<file path="config.mk">
export PLATFORM = sky130hd
export DESIGN_NAME = snn_learn_sched
export DESIGN_NICKNAME = d
export VERILOG_FILES = /design/src/rtl/snn_pkg.sv /design/src/rtl/snn_wsat_upd.sv /design/src/rtl/snn_learn_sched.sv
export SDC_FILE = /design/constraint.sdc
export NUM_CORES = 1
export LEC_CHECK = 0
export BUFFER_PORTS_ARGS = -buffer_cell sky130_fd_sc_hd__buf_2
export CAP_MARGIN = 20
export CORE_MARGIN = 3
export CORE_UTILIZATION = 25
export DETAILED_ROUTE_END_ITERATION = 6
export GPL_TIMING_DRIVEN = 0
export PLACE_DENSITY = 0.55
export SLEW_MARGIN = 10
export SYNTH_ARGS = -nofsm -noshare
export SYNTH_HDL_FRONTEND = slang
export SYNTH_SLANG_ARGS = --single-unit
</file>
<file path="constraint.sdc">
create_clock -name clk -period 2.8 [get_ports clk]
set_input_delay 0.56 -clock clk [delete_from_list [all_inputs] [get_ports clk]]
set_output_delay 0.56 -clock clk [all_outputs]
set_load 0.005 [all_outputs]
</file>
<file path="src/rtl/snn_pkg.sv">
// snn_pkg: shared types and constants for the SNN learning sequencer.
//   state_t       sequencer states
//   REW_POS/NEG   reward codes (any other code means "no reward")
//   WMAX/WMIN     saturation limits of a 5-bit signed weight
//   W_AN1..W_BN2  weight slot indices (input->neuron)
package snn_pkg;

    typedef enum logic [2:0] {
        IDLE,
        WAIT_S,
        LOAD,
        EVAL,
        WAIT_R,
        UPDATE
    } state_t;

    localparam logic [1:0] REW_POS = 2'b01;
    localparam logic [1:0] REW_NEG = 2'b11;

    localparam int WMAX = 15;
    localparam int WMIN = -16;

    // slot index = {pre input, post neuron}: bit1 selects A/B, bit0 selects N1/N2
    localparam int W_AN1 = 0;
    localparam int W_AN2 = 1;
    localparam int W_BN1 = 2;
    localparam int W_BN2 = 3;

endpackage

</file>
<file path="src/rtl/snn_wsat_upd.sv">
// snn_wsat_upd: combinational saturating +1 / -1 / hold step for one weight.
// Ports:
//   i_w     current weight (signed)
//   i_pre   presynaptic spike of this synapse's input
//   i_post  postsynaptic spike of this synapse's neuron
//   i_rew   latched reward code
//   o_w     next weight, clamped to the signed range of WW bits
module snn_wsat_upd
    import snn_pkg::*;
#(
    parameter int WW = 5
) (
    input  logic signed [WW-1:0] i_w,
    input  logic                 i_pre,
    input  logic                 i_post,
    input  logic [1:0]           i_rew,
    output logic signed [WW-1:0] o_w
);

    localparam logic signed [WW-1:0] L_MAX = {1'b0, {(WW-1){1'b1}}};
    localparam logic signed [WW-1:0] L_MIN = {1'b1, {(WW-1){1'b0}}};
    localparam logic signed [WW-1:0] L_ONE = 1;

    logic w_inc;
    logic w_dec;

    always_comb begin
        w_inc = i_pre && (i_rew == REW_POS) && i_post;
        // positive reward punishes a pre spike that failed to cause a post spike
        w_dec = i_pre && (((i_rew == REW_POS) && !i_post) ||
                          ((i_rew == REW_NEG) && i_post));
        o_w = i_w;
        if (w_inc && (i_w != L_MAX)) begin
            o_w = i_w + L_ONE;
        end else if (w_dec && (i_w != L_MIN)) begin
            o_w = i_w - L_ONE;
        end
    end

endmodule

</file>
<file path="src/rtl/snn_learn_sched.sv">
// snn_learn_sched: learning sequencer and weight owner for the two-input,
// two-neuron reward-modulated SNN datapath.
// Ports:
//   clk, rst                  clock, synchronous active-high reset
//   start, abort              run control (start only in IDLE; abort wins always)
//   wr_en/wr_idx/wr_data      weight preload, IDLE only
//   sample_valid/ready, sample_a/b   input sample handshake
//   dp_load, dp_in_a/b, dp_eval      datapath control
//   pre_spike, post_spike     datapath spikes, latched on last EVAL cycle
//   reward_valid, reward      reward input (01=+1, 11=-1)
//   weights                   packed {w3,w2,w1,w0}
//   busy, done, epoch         status
//
// state  | meaning
// IDLE   | waiting for start; preload writes allowed
// WAIT_S | sample_ready high, waiting for a sample
// LOAD   | one-cycle dp_load strobe
// EVAL   | dp_eval high for SETTLE cycles, spikes latched on the last one
// WAIT_R | waiting (unbounded) for reward_valid
// UPDATE | apply weight step, count epoch, loop or finish
module snn_learn_sched
    import snn_pkg::*;
#(
    parameter int WW     = 5,
    parameter int EPOCHS = 16,
    parameter int SETTLE = 2
) (
    input  logic            clk,
    input  logic            rst,
    input  logic            start,
    input  logic            abort,
    input  logic            wr_en,
    input  logic [1:0]      wr_idx,
    input  logic [WW-1:0]   wr_data,
    input  logic            sample_valid,
    output logic            sample_ready,
    input  logic [7:0]      sample_a,
    input  logic [7:0]      sample_b,
    output logic            dp_load,
    output logic [7:0]      dp_in_a,
    output logic [7:0]      dp_in_b,
    output logic            dp_eval,
    input  logic [1:0]      pre_spike,
    input  logic [1:0]      post_spike,
    input  logic            reward_valid,
    input  logic [1:0]      reward,
    output logic [4*WW-1:0] weights,
    output logic            busy,
    output logic            done,
    output logic [7:0]      epoch
);

    localparam logic [7:0] L_EPOCHS      = 8'(EPOCHS);
    localparam logic [3:0] L_SETTLE_LAST = 4'(SETTLE - 1);

    state_t               r_state;
    state_t               w_state_nxt;
    logic signed [WW-1:0] r_w [4];
    logic signed [WW-1:0] w_w_upd [4];
    logic [3:0]           r_settle;
    logic [1:0]           r_pre_q;
    logic [1:0]           r_post_q;
    logic [1:0]           r_rew;
    logic [7:0]           r_epoch;
    logic [7:0]           w_epoch_inc;
    logic [7:0]           r_in_a;
    logic [7:0]           r_in_b;
    logic                 r_done;
    logic                 w_run_done;

    assign w_epoch_inc = r_epoch + 8'd1;

    for (genvar g = 0; g < 4; g++) begin : g_upd
        // slot g: pre input = g[1], post neuron = g[0]
        snn_wsat_upd #(.WW(WW)) u_upd (
            .i_w    (r_w[g]),
            .i_pre  (r_pre_q[g / 2]),
            .i_post (r_post_q[g % 2]),
            .i_rew  (r_rew),
            .o_w    (w_w_upd[g])
        );
        assign weights[g*WW +: WW] = r_w[g];
    end

    always_ff @(posedge clk) begin
        if (rst) begin
            r_state <= IDLE;
        end else begin
            r_state <= w_state_nxt;
        end
    end

    always_comb begin
        w_state_nxt  = r_state;
        sample_ready = 1'b0;
        dp_load      = 1'b0;
        dp_eval      = 1'b0;
        w_run_done   = 1'b0;
        case (r_state)
            IDLE: begin
                if (start) w_state_nxt = WAIT_S;
            end
            WAIT_S: begin
                sample_ready = 1'b1;
                if (sample_valid) w_state_nxt = LOAD;
            end
            LOAD: begin
                dp_load     = 1'b1;
                w_state_nxt = EVAL;
            end
            EVAL: begin
                dp_eval = 1'b1;
                if (r_settle == 4'd0) w_state_nxt = WAIT_R;
            end
            WAIT_R: begin
                if (reward_valid) w_state_nxt = UPDATE;
            end
            UPDATE: begin
                if (w_epoch_inc == L_EPOCHS) begin
                    w_state_nxt = IDLE;
                    w_run_done  = 1'b1;
                end else begin
                    w_state_nxt = WAIT_S;
                end
            end
            default: w_state_nxt = IDLE;
        endcase
        if (abort) begin
            w_state_nxt = IDLE;
            w_run_done  = 1'b0;
        end
    end

    // Datapath registers; every update is suppressed by abort so that an
    // aborted cycle leaves weights, epoch and latches untouched.
    always_ff @(posedge clk) begin
        if (rst) begin
            for (int k = 0; k < 4; k++) r_w[k] <= '0;
            r_settle <= '0;
            r_pre_q  <= '0;
            r_post_q <= '0;
            r_rew    <= '0;
            r_epoch  <= '0;
            r_in_a   <= '0;
            r_in_b   <= '0;
            r_done   <= 1'b0;
        end else begin
            r_done <= w_run_done;
            if (!abort) begin
                case (r_state)
                    IDLE: begin
                        if (wr_en) r_w[wr_idx] <= wr_data;
                        if (start) r_epoch <= '0;
                    end
                    WAIT_S: begin
                        if (sample_valid) begin
                            r_in_a <= sample_a;
                            r_in_b <= sample_b;
                        end
                    end
                    LOAD: begin
                        r_settle <= L_SETTLE_LAST;
                    end
                    EVAL: begin
                        if (r_settle == 4'd0) begin
                            r_pre_q  <= pre_spike;
                            r_post_q <= post_spike;
                        end else begin
                            r_settle <= r_settle - 4'd1;
                        end
                    end
                    WAIT_R: begin
                        if (reward_valid) r_rew <= reward;
                    end
                    UPDATE: begin
                        for (int k = 0; k < 4; k++) r_w[k] <= w_w_upd[k];
                        r_epoch <= w_epoch_inc;
                    end
                    default: ;
                endcase
            end
        end
    end

    assign busy    = (r_state != IDLE);
    assign done    = r_done;
    assign epoch   = r_epoch;
    assign dp_in_a = r_in_a;
    assign dp_in_b = r_in_b;

endmodule

</file>
# Yosys cells after proc, flatten, opt, wreduce, memory -nomap -nowiden
# Memories as Yosys holds them, arrays and structs flattened.
# Index checks and enable logic that the tools add are counted.
classes:
  n_reduce_logical: 40
  n_eq_ne: 21
  n_addsub: 10
  mux: 40
  n_bitwise: 6
ops:
  columns: ["operator", "n"]
  rows:
  - ["5-bit two-way mux", 13]
  - ["5-bit inequality test, second input constant", 8]
  - ["1-bit logical AND", 22]
  - ["5-bit by 2-bit adder with 5-bit output, second input constant", 4]
  - ["5-bit by 2-bit subtractor with 5-bit output, second input constant", 4]
  - ["3-bit one-hot mux with 6 select lines", 1]
  - ["1-bit two-way mux", 17]
  - ["8-bit one-hot mux with 2 select lines", 1]
  - ["3-bit AND reduction", 5]
  - ["3-bit two-way mux", 4]
  - ["2-bit inequality test, second input constant", 5]
  - ["8-bit by 1-bit adder with 8-bit output, second input constant", 1]
  - ["8-bit by 5-bit == test with 1-bit output, second input constant", 1]
  - ["8-bit two-way mux", 1]
  - ["4-bit one-hot mux with 2 select lines", 1]
  - ["3-bit by 2-bit == test with 1-bit output, second input constant", 2]
  - ["3-bit == test, second input constant", 2]
  - ["5-bit OR reduction", 1]
  - ["4-bit zero test", 1]
  - ["4-bit two-way mux", 1]
  - ["1-bit bitwise OR", 4]
  - ["4-bit AND reduction", 1]
  - ["2-bit nonzero test", 2]
  - ["4-bit by 1-bit subtractor with 4-bit output, second input constant", 1]
  - ["other kinds (11)", 14]
totals:
  mem_bits_rw: 20
  regBits: 38
  memories: 1
  out_inout_bits: 49
  inputBits: 36
mem_list:
  columns: ["memory", "words", "word_bits", "read_ports", "rd_ports_with_merged_regs", "write_ports", "line_no", "rtl"]
  rows:
  - ["r_w", 4, 5, 4, 0, 4, "snn_learn_sched.sv:58", "logic signed [WW-1:0] r_w [4];"]

# Depth between registers and ports, before layout
# Gate-level depths: netlist of the first run.
logic_depth:
  word_depth: 9
  depth_mapped: 8
  depth_no_buf: 8

# Modules after synthesis
# From an unflattened synthesis of the first run, not the netlist that was laid out.
unflattened:
  cells_unflattened: 392
  area_unflattened_um2: 3642.2
by_module_without_submodules:
  columns: ["mod", "area_per_inst_um2", "n_inst", "cells_per_inst"]
  rows:
  - ["snn_learn_sched", 2626.3, 1, 256]
  - ["snn_wsat_upd", 254.0, 4, 34]

# Worst setup path before layout of the first run
# No wires, ideal clock.
synth_path:
  path_kind: "reg-to-reg"
  start: "memory r_w[3][0]"
  end: "memory r_w[3][4] (data pin)"
  stages_incl_launch_ff: 9
  synth_period_minus_slack_ns: 2.232
  arrival_ns: 1.968
  path_slack_ns: 0.568
  setup_ns: 0.264
  cell_sequence: "edfxtp_1 nand4_1 o211ai_1 ha_1 a21o_1 a21oi_1 xnor2_1 xnor2_1 o21ai_0"
synth_rtl:
  columns: ["item", "line_no"]
  rows:
  - ["from (decl)", "snn_learn_sched.sv:58"]

==> results of run 1 <==
flip-flops by register name, indices dropped and copies added, names as in the netlist:
register	flops
r_w	20
dp_in_a	8
dp_in_b	8
epoch	8
r_settle	4
r_state	3
r_post_q	2
r_pre_q	2
r_rew	2
done	1
cell families (layout without fill, tap and decap cells):
group / after synthesis / after routing / synth area share
AND/OR/NAND/NOR: 153 / 153 / 0.225
AO/OA/AOI/OAI: 87 / 87 / 0.165
flip-flops: 58 / 58 / 0.416
adder cells (fa/ha/maj): 22 / 22 / 0.0934
XOR/XNOR: 20 / 20 / 0.0536
buffers and inverters: 19 / 118 / 0.0279
multiplexers: 6 / 6 / 0.0184
power by group:
part | internal, uW | switching [uW]
Sequential | 891 | 24.0
Clock | 667 | 365
Combinational | 82.4 | 95.1
layout make-up:
type | count | area, um2 | share of cell area
multi-input combinational | 288 | 1820 | 0.434
clock buffer | 14 | 274 | 0.0655
inverter | 5 | 18.8 | 0.00449
tap | 172 | 215 | 0.0514
clock inverter | 2 | 10.0 | 0.00239
sequential | 58 | 1360 | 0.325
timing repair buffer | 83 | 415 | 0.0993
buffer | 14 | 72.6 | 0.0173
stage by stage:
| stage | area [um2] | utilization | worst slack, ps | hold slack [ps] | power (uW) |
|---|---|---|---|---|---|
| global route | 4180 | 0.329 | 36.9 | 467 | 2220 |
| finish | 4180 | 0.329 | 276 | 449 | 2130 |
| CTS | 4180 | 0.329 | 270 | 450 | 2160 |
| global placement | 3900 | 0.307 | 286 | 440 | 1110 |
| detailed placement | 3900 | 0.307 | 242 | 443 | 1110 |
| floorplan | 3270 | - | 568 | 453 | 1030 |
metal layers:
| metal | GRT usage | share of wire |
|---|---|---|
| met1 | 0.168 | 0.46 |
| met3 | 0.0482 | 0.087 |
| met5 | 0 | 0 |
| met4 | 0.0517 | 0.020 |
| met2 | 0.201 | 0.43 |
placed cells by master (no fill, tap or decap), types with 4 or more instances in the layout:
| master | synthesis | layout |
|---|---|---|
| nand4_1 | 6 | 6 |
| a211oi_1 | 5 | 5 |
| clkbuf_16 | 0 | 9 |
| inv_1 | 5 | 5 |
| fa_1 | 4 | 4 |
| edfxtp_1 | 20 | 20 |
| or3_1 | 4 | 4 |
| o311ai_0 | 4 | 4 |
| nor3_1 | 10 | 10 |
| o21ai_0 | 20 | 20 |
| a21oi_1 | 37 | 37 |
| ha_1 | 18 | 18 |
| mux2i_1 | 6 | 6 |
| a21o_1 | 5 | 5 |
| nand3_1 | 11 | 11 |
| nand2_1 | 65 | 65 |
| dfxtp_1 | 38 | 38 |
| buf_2 | 4 | 87 |
| a22o_1 | 4 | 4 |
| o211ai_1 | 6 | 6 |
| nor2_1 | 31 | 31 |
| clkbuf_1 | 7 | 9 |
| xnor2_1 | 18 | 18 |
how the worst max path moves through the flow:
stage	cells after the start	to	from	slack [ps]
after floorplan	8	r_w[3][4]	r_w[3][0]	570
after global placement	5	r_w[1][2]	abort	290
after detailed placement	5	r_w[1][2]	abort	240
after CTS	8	r_w[1][4]	r_w[1][0]	270
after global routing	8	r_w[1][4]	r_w[1][0]	40
final	8	r_w[3][4]	r_w[3][0]	280
worst max-delay path, delay by kind of cell, from the launching register on:
kind	cells	cell delay, ps
simple gates	1	130
fa+ha+maj	1	390
flops	1	450
compound gates	4	980
xor+xnor	2	300
==> reports/metrics.yaml, run 1 <==
layout:
  stdcell_count: 636
  area_growth_syn_to_layout_pct: 28.0
  nets: 517
  drive_gt1_frac: 0.233
  fill_cells: 1390
  antenna_cells: 0
worst_hold_path:
  hold_end: "dp_in_a[7]"
  hold_depth: 2
  min-delay-start: "dp_in_a[7]"
  hp-class: "flop to flop"
timing:
  relSlewSlack: 0.556
  finalHoldViolCount: 0
  clock_skew_ps: 6.15
  max_freq_mhz: 396
  setup_tns_ps: 0
  period_share: 0.901
  min_period_ps: 2520
  worst_slew_pin_slew_ps: 663
  rsz0062_at_grt: "no"
  slew_viol_final: 0
  setup_violations: 0
detailed_routing:
  ant_nets: 0
  drtIter0Drc: 211
  routed_wl_um: 9190
  vias: 3035
  dr.pass1.iters: 4
  vias_per_cell: 4.77
  drt-wirelength-per-cell_um: 14.5
  drc_errors: 0
grt:
  grt_max_degree: 11
  gr-total-overflow: 0
  antenna_found_initial: 0
  grt_pass1_vias: 3049
  grt_use_total: 0.131
  grt_pass1_wl_um: 15000
power_and_ir_drop:
  p_leak_uw: 0.00171
  powerDensity_mw_per_mm2: 508
  irDropWorstVdd_v: 0.000240
worst_setup_path:
  worstPathRequired_ps: 2870
  reg2reg_depth: 8
  critPathMostFrequentCell: "xnor2_1"
  worstSetupEndpointType: "flop"
  r2r-end: "r_w[3][4]"
  crit_type: "flop to flop"
  r2r_setup_slack_ps: 280
  crit_slowest_cell: "o211ai_1"
  r2r-start: "r_w[3][0]"
  critPathArrivalTime_ps: 2590
  timing.critical_path.fanout_max: 6
  critPathMaxStageDelay_ps: 510
  crit_chain: "nand4_1, o211ai_1, ha_1, a21o_1, a21oi_1, xnor2_1, xnor2_1, o21ai_0"
  startpoint_type: "flop"
synthesis:
  ys_seq_area_frac: 0.416
  ys_ff_latch: 58
  syn_inst: 365
  synth_area_per_cell_um2: 8.96
  yosysMostFrequentCell: "nand2_1"
  synth.area.top_cells: "dfxtp_1 (23%), edfxtp_1 (18%), nand2_1 (7.5%), ha_1 (6.9%), a21oi_1 (5.7%)"
  netlist_area_mm2: 0.00327
  synth.largest_area_cell: "dfxtp_1"
  synth_top_area_share: 0.233
  ys.flop_type: "dfxtp_1"
  synth_common_cells: "nand2_1 (65), dfxtp_1 (38), a21oi_1 (37), nor2_1 (31)"
  synth_edf_count: 20
  synth_nets: 423
  yosys_warnings: 0
  synth_cell_types: 48
  synthArstFlopShare: 0
floorplan:
  rows: 41
  die_h_um: 120
  initial_core_util: 0.257
  fp.dieArea_mm2: 0.0145
  io_pins: 85
  chipWidth_um: 120
  core_area_mm2: 0.0127
outcome:
  status: "complete, no violations"
cts:
  cts_resized: 0
  cts-htree-levels: 3
  hold_buffers: 0
  cts_made_buffers: 9
  clkSinkCount: 58
  clk_latency_ps: 330
  cts_setup_buffers: 0
  clockRootBuffer: "clkbuf_16"
  cts_tree: "built"
  cts_buffer_depth: 2
  clkTransAtPathRegs_ps: 50
placed_design:
  numPortBuffers: 83
  gp_congestion: 0.845
  dp_hpwl_um: 7090
  placed_cells: 620
run:
  drv_cap: 0
No activity file was read; power rests on OpenSTA's default activity.
==> run 2: changes to the inputs <==
Settings changed: PLACE_DENSITY 0.55 to 0.54, SYNTH_HIERARCHICAL set to 1.
==> run 2 against run 1 <==
- synthesized area is 11% higher
- sequential power hardly changed
- clock-buffer cell count decreased by 4
- setup slack improved by 100 ps
- synthesized cell count rose by 7.4%
- global-route usage increased by 0.062 points
- final area is 11% higher
- critical path type unchanged
- highest routed layer is now met5
==> reports/metrics.yaml, run 2 <==
timing:
  setup_violations: 0
  slew_viol_final: 0
  finalHoldViolCount: 0
  setup_tns_ps: 0
  relSlewSlack: 0.517
  max_freq_mhz: 413
  rsz0062_at_grt: "no"
  period_share: 0.864
  min_period_ps: 2420
  clock_skew_ps: 11.0
  worst_slew_pin_slew_ps: 717
power_and_ir_drop:
  pwr-share-clk: 0.536
  power_uw: 2350
  p_sw_frac: 0.233
  p_leak_uw: 0.00195
  power_frac_comb: 0.073
  p_int_uw: 1800
  powerDensity_mw_per_mm2: 508
  power.switching_uw: 546
  seqPwrFrac: 0.390
  irDropWorstVdd_v: 0.000454
worst_setup_path:
  critPathMaxStageDelay_ps: 510
  crit_slowest_cell: "edfxtp_1"
  startpoint_type: "flop"
  cp_top_family: "simple AND/OR/NAND/NOR gates"
  crit_type: "flop to flop"
  reg2reg_depth: 7
  timing.critical_path.fanout_max: 7
  worstSetupEndpointType: "flop"
  r2r_setup_slack_ps: 380
  critPathBufInv: 0
  worstPathRequired_ps: 2880
  r2r-end: "r_w[1][2]"
  r2r-start: "r_w[1][0]"
  critPathArrivalTime_ps: 2500
  crit_chain: "ha_1, and3_2, ha_1, nor2_1, a22o_1, a22oi_1, a22o_1"
synthesis:
  synth.largest_area_cell: "dfxtp_1"
  syn_inst: 392
  yosysMostFrequentCell: "nand2_1"
  synth_compound_area_frac: 0.207
  ys_ff_latch: 58
  synth_cell_types: 61
  synth_xor_area_frac: 0.0240
  synth-adder-area-share: 0.0515
  synth_edf_count: 20
  ys_seq_area_frac: 0.374
  synth_common_cells: "nand2_1 (39), dfxtp_1 (38), a21oi_1 (29), nor2_1 (27), a22o_1 (26)"
  muxShareOfSynthArea: 0.0196
  synth_nets: 443
  synth.area.top_cells: "dfxtp_1 (21%), edfxtp_1 (16%), a22o_1 (6.3%), ha_1 (5.2%), nand2_1 (4.0%)"
  synth_top_area_share: 0.209
  yosys_warnings: 6
  netlist_area_mm2: 0.00364
  synth_top_family_by_area: "simple AND/OR/NAND/NOR gates"
  synth_simple_gate_area_share: 0.272
  synthArstFlopShare: 0
  ys.flop_type: "dfxtp_1"
  synth_area_per_cell_um2: 9.29
cts:
  clkSinkCount: 58
  cts_setup_buffers: 0
  cts_made_buffers: 9
  clk_latency_ps: 330
  cts-htree-levels: 3
  clockRootBuffer: "clkbuf_16"
  cts_tree: "built"
  cts_resized: 0
  hold_buffers: 0
  clkTransAtPathRegs_ps: 60
  cts_buffer_depth: 2
layout:
  largest_reg_flops: 20
  antenna_cells: 0
  largest-register: "r_w"
  multiInputGateArea_mm2: 0.00209
  layout_common_cells: "buf_2 (86), nand2_1 (39), dfxtp_1 (38), a21oi_1 (29), nor2_1 (27)"
  finalInstanceArea_mm2: 0.00463
  final_common_cell: "buf_2"
  drive_gt1_frac: 0.287
  stdcell_count: 671
  fill_cells: 1467
  register_area_mm2: 0.00136
  nets: 537
  area_growth_syn_to_layout_pct: 27.1
grt:
  grt_pass1_wl_um: 17100
  grt_use_total: 0.132
  grt_util_met2: 0.213
  antenna_found_initial: 1
  gr-total-overflow: 0
  grtUsageMet1: 0.171
  grt_pass1_vias: 3342
  grt_util_met3: 0.0476
  grt_max_degree: 13
  busiest_layer: "met2"
placed_design:
  numPortBuffers: 83
  placed_area_mm2: 0.00428
  dp_hpwl_um: 7990
  placed_cells: 655
  gp_congestion: 0.803
worst_hold_path:
  hold_depth: 2
  min-delay-start: "dp_in_a[1]"
  hold_end: "dp_in_a[1]"
  hp-class: "flop to flop"
floorplan:
  io_pins: 85
  fp.dieArea_mm2: 0.0161
  initial_core_util: 0.259
  die_h_um: 127
  core_area_mm2: 0.0140
  rows: 43
  chipWidth_um: 127
run:
  drv_cap: 0
detailed_routing:
  drc_errors: 0
  dr.pass1.iters: 4
  vias_per_cell: 5.08
  drtIter0Drc: 200
  routed_wl_um: 10400
  ant_nets: 0
  drt-wirelength-per-cell_um: 15.5
  vias: 3411
outcome:
  status: "complete, no violations"
==> run 2: tightest hold or removal path, cell delays in order (launching register included) <==
cell     delay (ps)
dfxtp_1         310
nand2_1          50
a21oi_1          50
==> run 2: worst max path at each step <==
stage                         start        end  slack [ps]  cells after the start
after global routing      r_w[1][0]  r_w[1][2]         230                      7
final                     r_w[1][0]  r_w[1][2]         380                      7
after CTS                 r_w[1][0]  r_w[1][2]         410                      7
after global placement    r_w[3][0]  r_w[3][2]         480                      7
after floorplan           r_w[0][0]  r_w[0][2]         680                      7
after detailed placement  r_w[1][0]  r_w[1][2]         420                      7
==> run 2: cell type report <==
class	instances	share of cell area
Inverter	21	0.0170
Multi-Input combinational cell	298	0.452
Timing Repair Buffer	83	0.0898
Clock inverter	6	0.0205
Tap cell	180	0.0487
Buffer	15	0.0238
Clock buffer	10	0.0541
Sequential cell	58	0.294
==> run 2: power groups by stage <==
stage	clock (uW)	combinational, uW	sequential (uW)
finish	1260	173	917
global route	1340	193	921
CTS	1290	174	917
detailed placement	0	173	935
global placement	0	170	933
floorplan	0	93.2	929
==> run 2: kinds of logic (layout without fill, tap and decap cells) <==
family,Yosys count,after routing
simple gates,166,166
compound gates,100,100
flops,58,58
fa+ha+maj,15,15
mux,7,7
buf+inv,36,135
xor+xnor,10,10
==> run 2: metal layers <==
layer / up-vias / wire length (um)
li1: 1654 / -
met1: 1641 / 4850
met2: 103 / 4680
met3: 11 / 809
met4: 2 / 76
met5: - / 7
==> run 2: stage by stage <==
| stage | hold WS [ps] | utilization | worst slack, ps |
|---|---|---|---|
| global placement | 443 | 0.305 | 482 |
| floorplan | 445 | - | 679 |
| global route | 452 | 0.330 | 229 |
| CTS | 444 | 0.330 | 406 |
| detailed placement | 447 | 0.305 | 420 |
| finish | 456 | 0.330 | 380 |
==> run 3: changes to the inputs <==
Settings changed: CAP_MARGIN 20 to unset, PLACE_DENSITY 0.54 to 0.56.
Clock period 2.8 ns to 2.03 ns, I/O delays scaled along.
==> run 3 against run 2 <==
- critical path type unchanged
- sequential share of layout area shrank 1.9 points
- clock skew shrank 5.8 ps
- total power grew 29%
- fmax grew 21%
==> reports/metrics.yaml, run 3 (same netlist as run 2, synthesis figures left out) <==
outcome:
  status: "complete, no violations"
worst_setup_path:
  worstSetupEndpointType: "flop"
  timing.critical_path.fanout_max: 10
  startpoint_type: "flop"
  worstPathRequired_ps: 2030
  reg2reg_depth: 5
  crit_type: "flop to flop"
  critPathArrivalTime_ps: 2010
cts:
  cts-htree-levels: 3
  clkTransAtPathRegs_ps: 50
  cts_tree: "built"
  clk_latency_ps: 330
  clockRootBuffer: "clkbuf_16"
  clkSinkCount: 58
  cts_made_buffers: 9
  cts_buffer_depth: 2
layout:
  final_util: 0.353
  drive_gt1_frac: 0.363
  nets: 569
  largest-register: "r_w"
  largest_reg_flops: 20
  final_common_cell: "buf_2"
  layout_common_cells: "buf_2 (86), nand2_1 (39), dfxtp_1 (38), buf_4 (31), a21oi_1 (29)"
  area_growth_syn_to_layout_pct: 36.0
  antenna_cells: 0
placed_design:
  numPortBuffers: 83
  gp_congestion: 0.828
  dp_hpwl_um: 7850
floorplan:
  core_area_mm2: 0.0140
  rows: 43
  initial_core_util: 0.259
  chipWidth_um: 127
  fp.dieArea_mm2: 0.0161
  io_pins: 85
  die_h_um: 127
detailed_routing:
  vias: 3505
  routed_wl_um: 10600
  drtIter0Drc: 116
  drt-wirelength-per-cell_um: 15.1
  ant_nets: 0
  drc_errors: 0
  dr.pass1.iters: 5
  vias_per_cell: 4.99
timing:
  relSlewSlack: 0.462
  clock_skew_ps: 5.20
  min_period_ps: 2000
  slew_viol_final: 0
  period_share: 0.987
  rsz0062_at_grt: "yes"
  worst_slew_pin_slew_ps: 799
  setup_violations: 0
  max_freq_mhz: 499
  finalHoldViolCount: 0
  whs_ps: 315
  setup_tns_ps: 0
grt:
  grt_pass1_vias: 3293
  grt_util_met3: 0.0392
  grt_use_total: 0.128
  grt_util_met2: 0.208
  grt_pass1_wl_um: 16600
  grt_max_degree: 11
  antenna_found_initial: 0
  gr-total-overflow: 0
  busiest_layer: "met2"
  grtUsageMet1: 0.165
power_and_ir_drop:
  p_leak_uw: 0.00208
  irDropWorstVdd_v: 0.000321
  powerDensity_mw_per_mm2: 612
worst_hold_path:
  hold_depth: 3
  hp-class: "primary input to flop"
run:
  drv_cap: 0
run 3: cell types whose count changed in the layout (fill, tap and decap cells not counted), moves of 4 or more:
cell and change:
buf_4 +30, ha_1 -12, ha_2 +6, ha_4 +6
inv_1 -4, nor2_1 -4, nor2_4 +4, o21ai_0 -4
o21ai_1 +4
run 3: metal layers:
metal / part of all wire / up-vias
li1: - / 1721
met1: 0.46 / 1672
met2: 0.47 / 102
met3: 0.063 / 10
met4: 0.0085 / 0
met5: 0 / -
run 3: area by class of cell:
class	instances	area (um2)
Buffer	15	110
Clock buffer	15	289
Clock inverter	1	5.00
Fill cell	1460	9090
Inverter	21	83.8
Multi-Input combinational cell	298	2220
Sequential cell	58	1360
Tap cell	180	225
Timing Repair Buffer	115	663
run 3: critical path, stage by stage, from the launching register on:
cell,delay [ps]
dfxtp_1,320
buf_2,180
nor2_2,140
nand2_2,120
nor4b_2,580
nand2b_1,340
run 3: report_power, final:
group / switching, uW / internal (uW)
Combinational: 159 / 137
Sequential: 31.9 / 1230
Clock: 509 / 965
Total: 700 / 2330
run 3: what timing repair did:
item | in CTS | in global routing
endpoints found under the setup margin | 18 | 33
gates resized for setup | 12 | 21
pin swaps | 5 | 17
hold buffers | 0 | 0
buffers inserted | 14 | 18
run 3: worst paths after layout:
path / from / endpoint / slack (ps)
worst min-delay path: sample_a[0] / dp_in_a[0] / 320
worst max-delay path: r_state[0] / r_w[2][3] / 30
worst max register to register: r_state[0] / r_w[2][3] / 30
worst min register to register: dp_in_b[5] / dp_in_b[5] / 450
run 3: per-stage QoR:
| stage | setup WS (ps) | instances | total power, uW | cell area [um2] |
|---|---|---|---|---|
| 6_report | 26.9 | 703 | 3030 | 4950 |
| 5_1_grt | -109 | 703 | 3160 | 4950 |
| 4_1_cts | 4.75 | 685 | 3040 | 4730 |
| 3_5_place_dp | -237 | 655 | 1530 | 4300 |
| 3_3_place_gp | -161 | 655 | 1520 | 4300 |
| 2_1_floorplan | -0.412 | 392 | 1410 | 3660 |
